--- src/rtl/replay_pkg.sv ---
// Shared definitions for the replay buffer controller: FSM encoding,
// LFSR feedback taps and the packed experience layout.
package replay_pkg;

  typedef enum logic [1:0] {
    S_IDLE   = 2'd0,
    S_SAMPLE = 2'd1,
    S_DRAIN  = 2'd2,
    S_DONE   = 2'd3
  } state_t;

  // Feedback taps for x^16 + x^14 + x^13 + x^11 + 1 (bits 15, 13, 12, 10).
  localparam logic [15:0] LFSR_TAPS = 16'hB400;

  // Experience packing, MSB first:
  // {current_state_0, current_state_1, action, reward, next_state_0, next_state_1, done}
  function automatic int unsigned exp_width(input int unsigned dw, input int unsigned aw);
    return 5 * dw + aw + 1;
  endfunction

  function automatic int unsigned off_done();
    return 0;
  endfunction

  function automatic int unsigned off_next_state_1();
    return 1;
  endfunction

  function automatic int unsigned off_next_state_0(input int unsigned dw);
    return 1 + dw;
  endfunction

  function automatic int unsigned off_reward(input int unsigned dw);
    return 1 + 2 * dw;
  endfunction

  function automatic int unsigned off_action(input int unsigned dw);
    return 1 + 3 * dw;
  endfunction

  function automatic int unsigned off_current_state_1(input int unsigned dw, input int unsigned aw);
    return 1 + 3 * dw + aw;
  endfunction

  function automatic int unsigned off_current_state_0(input int unsigned dw, input int unsigned aw);
    return 1 + 4 * dw + aw;
  endfunction

  // One Fibonacci shift: new bit enters at the LSB.
  function automatic logic [15:0] lfsr_next(input logic [15:0] v);
    return {v[14:0], ^(v & LFSR_TAPS)};
  endfunction

endpackage

--- src/rtl/replay_buffer_ctrl_lfsr16.sv ---
// 16-bit Fibonacci LFSR used as the random sample address source.
module lfsr16
  import replay_pkg::*;
#(
  parameter logic [15:0] SEED = 16'hACE1
) (
  input  logic        clk,
  input  logic        rst,
  input  logic        i_en,
  output logic [15:0] o_value
);

  // Advance one step per enabled cycle; reload the seed on reset.
  always_ff @(posedge clk) begin
    if (rst) begin
      o_value <= SEED;
    end else if (i_en) begin
      o_value <= lfsr_next(o_value);
    end
  end

endmodule

--- src/rtl/replay_buffer_ctrl.sv ---
// Replay buffer controller: circular write pointer into an external replay
// RAM plus a minibatch sampler issuing LFSR-chosen reads with rejection.
module replay_buffer_ctrl
  import replay_pkg::*;
#(
  parameter int unsigned DATA_WIDTH   = 32,
  parameter int unsigned MEMORY_WIDTH = 10000,
  parameter int unsigned ACTION_WIDTH = 2,
  parameter int unsigned BATCH_SIZE   = 32,
  parameter logic [15:0] LFSR_SEED    = 16'hACE1,
  localparam int unsigned ADDR_W      = $clog2(MEMORY_WIDTH),
  localparam int unsigned EXP_W       = exp_width(DATA_WIDTH, ACTION_WIDTH)
) (
  input  logic              clk,
  input  logic              rst,
  input  logic              i_store_valid,
  input  logic [EXP_W-1:0]  i_exp,
  input  logic              i_sample_req,
  input  logic              i_ram_valid,
  output logic              o_ram_valid,
  output logic              o_ram_rw_select,
  output logic [ADDR_W-1:0] o_ram_addr,
  output logic [EXP_W-1:0]  o_ram_exp,
  output logic [ADDR_W:0]   o_count,
  output logic              o_full,
  output logic              o_sample_busy,
  output logic              o_sample_done
);

  localparam int unsigned CNT_W = $clog2(BATCH_SIZE + 1);
  localparam logic [ADDR_W:0]   COUNT_MAX = (ADDR_W + 1)'(MEMORY_WIDTH);
  localparam logic [ADDR_W:0]   COUNT_MIN = (ADDR_W + 1)'(BATCH_SIZE);
  localparam logic [ADDR_W-1:0] PTR_LAST  = ADDR_W'(MEMORY_WIDTH - 1);
  localparam logic [CNT_W-1:0]  BATCH     = CNT_W'(BATCH_SIZE);

  state_t            state;
  state_t            state_next;
  logic              start;
  logic [ADDR_W-1:0] wr_ptr;
  logic [CNT_W-1:0]  issued;
  logic [CNT_W-1:0]  returned;
  logic [15:0]       lfsr_value;
  logic [ADDR_W-1:0] cand;
  logic              cand_ok;
  logic              do_write;
  logic              do_read;
  logic              lfsr_en;
  logic              ret_ok;

  assign cand     = ADDR_W'(lfsr_value);
  assign cand_ok  = {1'b0, cand} < o_count;
  assign do_write = i_store_valid;
  // A write always wins; the pending read simply retries on the next free cycle.
  assign lfsr_en  = (state == S_SAMPLE) && !i_store_valid;
  assign do_read  = lfsr_en && (issued != BATCH) && cand_ok;
  assign ret_ok   = i_ram_valid && ((state == S_SAMPLE) || (state == S_DRAIN))
                    && (returned != BATCH);

  assign o_full        = (o_count == COUNT_MAX);
  assign o_sample_busy = (state == S_SAMPLE) || (state == S_DRAIN);
  assign o_sample_done = (state == S_DONE);

  lfsr16 #(
    .SEED(LFSR_SEED)
  ) u_lfsr (
    .clk    (clk),
    .rst    (rst),
    .i_en   (lfsr_en),
    .o_value(lfsr_value)
  );

  // FSM state register.
  always_ff @(posedge clk) begin
    if (rst) begin
      state <= S_IDLE;
    end else begin
      state <= state_next;
    end
  end

  // Next-state logic; start marks entry into SAMPLE.
  always_comb begin
    state_next = state;
    start      = 1'b0;
    unique case (state)
      S_IDLE: begin
        if (i_sample_req && (o_count >= COUNT_MIN)) begin
          state_next = S_SAMPLE;
          start      = 1'b1;
        end
      end
      S_SAMPLE: begin
        if (issued == BATCH) begin
          state_next = S_DRAIN;
        end
      end
      S_DRAIN: begin
        if (returned == BATCH) begin
          state_next = S_DONE;
        end
      end
      S_DONE: begin
        state_next = S_IDLE;
      end
    endcase
  end

  // Registered RAM command, write pointer, fill count and batch counters.
  always_ff @(posedge clk) begin
    if (rst) begin
      o_ram_valid     <= 1'b0;
      o_ram_rw_select <= 1'b0;
      o_ram_addr      <= '0;
      o_ram_exp       <= '0;
      o_count         <= '0;
      wr_ptr          <= '0;
      issued          <= '0;
      returned        <= '0;
    end else begin
      o_ram_valid     <= do_write || do_read;
      o_ram_rw_select <= do_read;
      if (do_write) begin
        o_ram_addr <= wr_ptr;
        o_ram_exp  <= i_exp;
        wr_ptr     <= (wr_ptr == PTR_LAST) ? '0 : wr_ptr + ADDR_W'(1);
        if (o_count != COUNT_MAX) begin
          o_count <= o_count + (ADDR_W + 1)'(1);
        end
      end else if (do_read) begin
        o_ram_addr <= cand;
      end
      if (start) begin
        issued   <= '0;
        returned <= '0;
      end else begin
        if (do_read) begin
          issued <= issued + CNT_W'(1);
        end
        if (ret_ok) begin
          returned <= returned + CNT_W'(1);
        end
      end
    end
  end

endmodule

--- config.mk ---
export PLATFORM = sky130hd
export DESIGN_NAME = replay_buffer_ctrl
export DESIGN_NICKNAME = d
export VERILOG_FILES = /design/src/rtl/replay_pkg.sv /design/src/rtl/replay_buffer_ctrl_lfsr16.sv /design/src/rtl/replay_buffer_ctrl.sv
export SDC_FILE = /design/constraint.sdc
export NUM_CORES = 1
export LEC_CHECK = 0
export CORE_UTILIZATION = 44
export CTS_CLUSTER_DIAMETER = 60
export DETAILED_ROUTE_END_ITERATION = 7
export GPL_ROUTABILITY_DRIVEN = 0
export PLACE_DENSITY = 0.8
export SYNTH_ARGS = -nofsm -noshare
export SYNTH_HDL_FRONTEND = slang
export SYNTH_SLANG_ARGS = --single-unit
export TNS_END_PERCENT = 10
--- constraint.sdc ---
create_clock -name clk -period 3.2 [get_ports clk]
set_input_delay 0.32 -clock clk [delete_from_list [all_inputs] [get_ports clk]]
set_output_delay 0.32 -clock clk [all_outputs]
set_load 0.01 [all_outputs]
==> impl_results.md, run 1 <==
- Final core occ: 0.678
- Tcrit/Tclk final: 0.868
- DR vias: about 8400
- Hold Path Origin: rst
- Synthesized instance count: 1012
- CP Data Required Time: 2.88 ns
- Crit-path cells: or4_4, nor4_1, clkdlybuf4s50_1
- Least-Margin Pin Slew: 1.04 ns
- Clock Power Share: 0.422
- Share of the synthesized area in the top cell type: 0.494
- ANT cells: 0
- Hold path cells: 2
- Worst EP arrival: 2.46 ns
- Status: completed
- Core area: ~0.021 sq mm
- Setup CP Type: register to output pin
- CTS buffer count: 27
- Placed cell area: between 0.01 and 0.015 sq mm
- Synth area leaders: dfxtp_1, mux2i_1, nor2_1
- Final setup viols: 0
- Die W: 150 um
- Syn_area_per_cell: approximately 9.5 sq um
- Finished Layout Cells: 1647
- DR iter-0 viols: 352
- Mapped cell area: 0.00964 sq mm
- FF-to-FF setup slack: 0.43 ns
- Crit Reg-Reg Endpoint: o_ram_addr[0]
- Synthesized net count: 1205
- Placed Cells: 1599
- Most frequent cells after synthesis: dfxtp_1, nor2_1, mux2i_1
- Clock sinks: 238
- I/O pin count: 365
- Dominant synthesized flop cell: dfxtp_1
- First-pass GRT wire length: 43.0 mm
- Worst vdd ir: 439 uV
- Maximum clock insertion buffer count: 3
- Largest net degree at the start of global routing: 120
- Vias per cell: ~5.1
- Vias in the first global route: 8331
- Compound-gate portion of the synthesized area: 0.0737
- Std cell rows: 53
- Max stage delay on crit path: 0.63 ns
- Ys Warns: 0
- Crit path max fanout: 6
- Register area share after synthesis: 0.494
- Most common cell in the synthesized netlist: dfxtp_1
- MaxCap Viol Count: 0
- Endpoints failing hold: 0
- Adder-cell share of the synthesized area: 0.0325
- DIE HEIGHT: around 150 um
- Relative slew slack: 0.307
- Clock Pin Slew Worst Setup and Hold Paths: 0.06 ns
- Worst r2r src: o_count[13]
- Initial core utilization: 0.454
- TNS Setup: 0 ns
- EDFF count, synth: 0
- Mux share of post-synthesis cell area: 0.178
- Simple-gate share of the synthesized area: 0.156
- Hold Path Sink: o_ram_exp[37]
- Final Cell Area: 0.0144 sq mm
- Dpl hpwl: 20.3 mm
- Min Tclk post-route: 2.78 ns
- Layout cells sized above 1: 0.0445
- Pwr dens: 512 mW/mm^2
- Wirelength per Cell: ~17 um
- Worst-Skew Late Latency: ~0.52 ns
- Full die area: roughly 0.023 sq mm
- Post-Route WL: approximately 28 mm
- H-tree depth: 1
- TritonCTS clock tree: done
- Internal Power: 5.59 mW
- Post-CTS Resized: 0
- GRT Resource Usage Total: 0.242
- Area share of xor/xnor cells in the synthesized design: 0.0273
- Root Buffer: clkbuf_16
- Worst Hold Class: primary input to register
- Cell variety after synth: 51
- CP Capture Type: output pin
- Pre-antenna DRT Iters: 5
- Seq pwr share: 0.438
- Max Slew Vio Count: 0
- Final ANT Viol Nets: 0
- Reg2reg path depth: 8
- Synthesized flop and latch total: 238
- Fin nets: 1546
- Initial antenna violation count: 0
- Hold WS: 0.186 ns
- Post-CTS Setup Bufs: 0
- RSZ-0062 raised after global routing: no
- Synth area leader: dfxtp_1
- DRC viols: 0
- Psw: 1.78 mW
- Grt ovf: 0
- Hold_buf cts: 0
- Largest family of logic cells by synthesized area: multiplexers
- Slowest stage cell on the critical path: clkdlybuf4s50_1
- Lkg Pwr: ~5.8 nW
- Switching Fraction: 0.242
- Gate power share: 0.140
- Clock skew: about 0.0075 ns
- Crit start category: register
- Fmax: 360 MHz
- PortBufs: 364
- Layout area overhead: 49.2%
- Async SR Flop Fraction: 0
- # fillers: about 1700
==> stage by stage <==
stage	power [mW]	worst slack, ns
after global placement	4.30	0.611
after detailed placement	4.32	0.544
after CTS	7.43	0.420
final	7.37	0.423
after floorplan	3.73	0.810
after global routing	7.67	0.273
==> flip-flops by register name (all words and copies together) (netlist names), 2 cells and up <==
signal	cells
o_ram_addr	14
u_lfsr.o_value	16
state	2
wr_ptr	14
issued	6
o_count	15
o_ram_exp	163
returned	6
==> power by group through the flow <==
stage / clock (mW) / sequential (mW) / combinational [mW]
final: 3.11 / 3.23 / 1.03
after floorplan: 0 / 3.33 / 0.400
after detailed placement: 0 / 3.29 / 1.04
after CTS: 3.16 / 3.22 / 1.04
after global routing: 3.31 / 3.24 / 1.11
after global placement: 0 / 3.28 / 1.02
==> cells in the final DEF (no fill, tap or decap), types with 2 or more instances in the layout <==
| master | n |
|---|---|
| o31a_1 | 12 |
| clkdlybuf4s50_1 | 362 |
| o2bb2ai_1 | 12 |
| nor2_1 | 207 |
| ha_1 | 25 |
| nand3_1 | 18 |
| and3_1 | 3 |
| nand2_1 | 66 |
| buf_12 | 2 |
| dfxtp_1 | 238 |
| nand4_1 | 13 |
| nand2b_1 | 7 |
| bufinv_16 | 3 |
| or4_1 | 3 |
| a2111oi_0 | 2 |
| or3_1 | 4 |
| a211o_1 | 2 |
| nor3_1 | 8 |
| a21o_1 | 2 |
| o211ai_1 | 2 |
| nand3b_1 | 7 |
| o21ai_0 | 5 |
| clkbuf_8 | 3 |
| nor4_1 | 4 |
| nor4b_1 | 2 |
| a211oi_1 | 6 |
| clkinvlp_4 | 2 |
| clkinv_2 | 7 |
| xnor2_1 | 29 |
| clkbuf_16 | 27 |
| buf_4 | 7 |
| clkbuf_1 | 4 |
| mux2i_1 | 171 |
| a21oi_1 | 45 |
| inv_1 | 36 |
==> cells by family (layout without fill, tap and decap cells) <==
family	count (synthesis)	in the layout
simple gates	349	349
compound gates	102	102
mux	171	171
buf+inv	97	457
fa+ha+maj	25	25
xor+xnor	30	30
flops	238	238
==> critical path: cells and delay by family (launching register included) <==
family                 cells  cell delay, ns
buffers and inverters      1            0.63
and+or+nand+nor            2            0.93
DFF                        1            0.37
==> layer usage <==
metal | routed length [um] | global-route usage
met1 | 10900 | 0.273
met4 | 1190 | 0.106
met3 | 2150 | 0.0753
met2 | 13900 | 0.417
met5 | 0 | 0
==> how the worst max path moves through the flow <==
stage	startpoint	endpoint	slack, ns	depth (start not counted)
4_1_cts	o_count[6]	o_full	0.42	3
6_report	o_count[6]	o_full	0.42	3
2_1_floorplan	o_count[10]	issued[4]	0.81	8
3_3_place_gp	o_count[10]	o_ram_addr[0]	0.61	8
3_5_place_dp	o_count[13]	o_ram_addr[0]	0.54	8
5_1_grt	o_count[10]	o_ram_addr[0]	0.27	8
==> cell type report <==
type	count	area [sq um]	area share
sequential	238	4760	0.331
inverter	36	135	0.00940
tap	275	344	0.0239
clock inverter	14	160	0.0111
clock buffer	34	732	0.0509
multi-input combinational	677	4500	0.313
timing repair buffer	373	3740	0.260
No activity file was read; power rests on OpenSTA's default activity.
==> run 2, diff against run 1 <==
Settings changed: CTS_CLUSTER_SIZE set to 10.
==> impl_results.md, run 2 (same netlist as run 1, synthesis figures left out) <==
- Status: completed
- Crit start category: register
- H-tree depth: 1 (unchanged)
- Max Slew Vio Count: 0 (unchanged)
- Clock sinks: 238 (unchanged)
- Lkg Pwr: 5.76 nW (-0.77%)
- Vias in the first global route: 8307 (-0.29%)
- Post-CTS Setup Bufs: 0 (unchanged)
- Least-Margin Pin Slew: 1.05 ns (+0.00890 ns)
- PortBufs: 364 (unchanged)
- Slowest stage cell on the critical path: clkdlybuf4s50_1
- Fmax: 356 MHz (-1.1%)
- Hold_buf cts: 0 (unchanged)
- Worst-Skew Late Latency: 0.53 ns (about the same)
- Regs by FF count: o_ram_exp: 163 flops, u_lfsr.o_value: 16 flops, o_count: 15 flops
- Met2 WL: 14.1 mm (+1.3%)
- Placed Cells: 1599 (unchanged)
- DR vias: 8344 (-0.81%)
- Std cell rows: 53 (unchanged)
- TNS Setup: 0 ns (unchanged)
- MaxCap Viol Count: 0 (unchanged)
- CTS buffer count: 28 (+3.7%)
- CP Capture Type: output pin
- Max FFs per register: 163 (unchanged)
- TritonCTS clock tree: done
- CP Data Required Time: 2.88 ns (about the same)
- Final ANT Viol Nets: 0 (unchanged)
- Layout area overhead: 48.3%
- Pre-antenna DRT Iters: 4 (-1)
- Commonest non-fill, non-tap cell in the layout: clkdlybuf4s50_1
- Largest net degree at the start of global routing: 120 (unchanged)
- ANT cells: 0 (unchanged)
- GRT Resource Usage Total: 0.242 (about the same)
- Post-Place Setup Slack: 0.544 ns (unchanged)
- Placed cell area: 0.0135 sq mm (unchanged)
- Crit-path cells: or4_4, nor4_1, clkdlybuf4s50_1
- Tcrit/Tclk final: 0.878 (+0.00997)
- Clock skew: 0.0124 ns (+0.00489 ns)
- Final setup margin: 0.391 ns (-0.0319 ns)
- WL met1: 11.1 mm (+1.7%)
- DRC viols: 0 (unchanged)
- Die W: 150 um (unchanged)
- Initial core utilization: 0.454 (unchanged)
- Endpoints failing hold: 0 (unchanged)
- Worst vdd ir: 362 uV (-18%)
- Most frequent cells in the layout: clkdlybuf4s50_1, dfxtp_1, nor2_1
- Initial antenna violation count: 0 (unchanged)
- I/O pin count: 365 (unchanged)
- DR iter-0 viols: 334 (-5.1%)
- Crit path max fanout: 6 (unchanged)
- Maximum clock insertion buffer count: 3 (unchanged)
- Fin nets: 1547 (+0.065%)
- # fillers: 1683 (+0.42%)
- Layout cells sized above 1: 0.0361 (-0.00838)
- Final Cell Area: 0.0143 sq mm (-0.59%)
- Min Tclk post-route: 2.81 ns (+0.0319 ns)
- Worst EP arrival: 2.49 ns (+0.03 ns)
- Most flops, register: o_ram_exp
- Core area: 0.0212 sq mm (unchanged)
- Wirelength per Cell: 17.2 um (+1.0%)
- RSZ-0062 raised after global routing: no
- Vias per cell: 5.11 (about the same)
- Max stage delay on crit path: 0.64 ns (about the same)
- Total Power: 7.19 mW (-2.4%)
- Post-CTS Resized: 0 (unchanged)
- First-pass GRT wire length: 43.1 mm (+0.14%)
- Finished Layout Cells: 1633 (-0.85%)
- Grt ovf: 0 (unchanged)
- Metal3 WL: 2.02 mm (-5.6%)
- Pwr dens: 503 mW/mm^2 (-1.8%)
- Root Buffer: clkbuf_16
- DIE HEIGHT: 150 um (unchanged)
- Final setup viols: 0 (unchanged)
- Worst Hold Class: primary input to register
- Full die area: 0.0225 sq mm (unchanged)
- Relative slew slack: 0.301 (-0.00595)
- Clock Pin Slew Worst Setup and Hold Paths: 0.06 ns (about the same)
- Dpl hpwl: 20.3 mm (unchanged)
- Top Layer Used: met4
- Post-Route WL: 28.2 mm (+0.14%)
- Setup CP Type: register to output pin
-- run 2: layout make-up --
cell class / count / area, sq um / share of cell area
repair buffers: 373 / 3740 / 0.262
well taps: 275 / 344 / 0.0241
inverters: 36 / 135 / 0.00945
clock inverters: 2 / 60.1 / 0.00420
flip-flops and latches: 238 / 4760 / 0.333
multi-input cells: 677 / 4500 / 0.315
clock buffers: 32 / 747 / 0.0522
-- run 2: power breakdown --
part	leakage, nW	internal (mW)	switching [mW]
clock network	0.395	1.77	1.15
registers	1.95	3.12	0.104
logic	3.41	0.602	0.432
total	5.76	5.50	1.69
-- run 2: layer usage --
| metal | GRT usage | vias to the layer above |
|---|---|---|
| met1 | 0.274 | 3934 |
| met3 | 0.0744 | 71 |
| met4 | 0.0995 | 0 |
| li1 | - | 4094 |
| met2 | 0.420 | 245 |
| met5 | 0 | - |
-- run 2: worst paths after layout --
check                     startpoint            endpoint  slack [ns]  cells after the start
setup / recovery          o_count[6]              o_full        0.39                      3
setup reg to reg         o_count[10]       o_ram_addr[0]        0.44                      8
hold reg to reg   u_lfsr.o_value[14]  u_lfsr.o_value[14]        0.47                      2
hold / removal         i_store_valid      o_ram_addr[11]        0.19                      2
-- run 2: worst max-delay path: cells and delay by family, from the launching register on --
kind                   cells  cell delay, ns
and+or+nand+nor            2            0.96
buffers and inverters      1            0.64
DFF                        1            0.37
-- run 2: metrics by stage --
stage	hold WS [ns]	utilization
floorplan	0.437	-
global placement	0.441	0.636
detailed placement	0.455	0.636
CTS	0.175	0.674
global route	0.180	0.674
finish	0.189	0.674
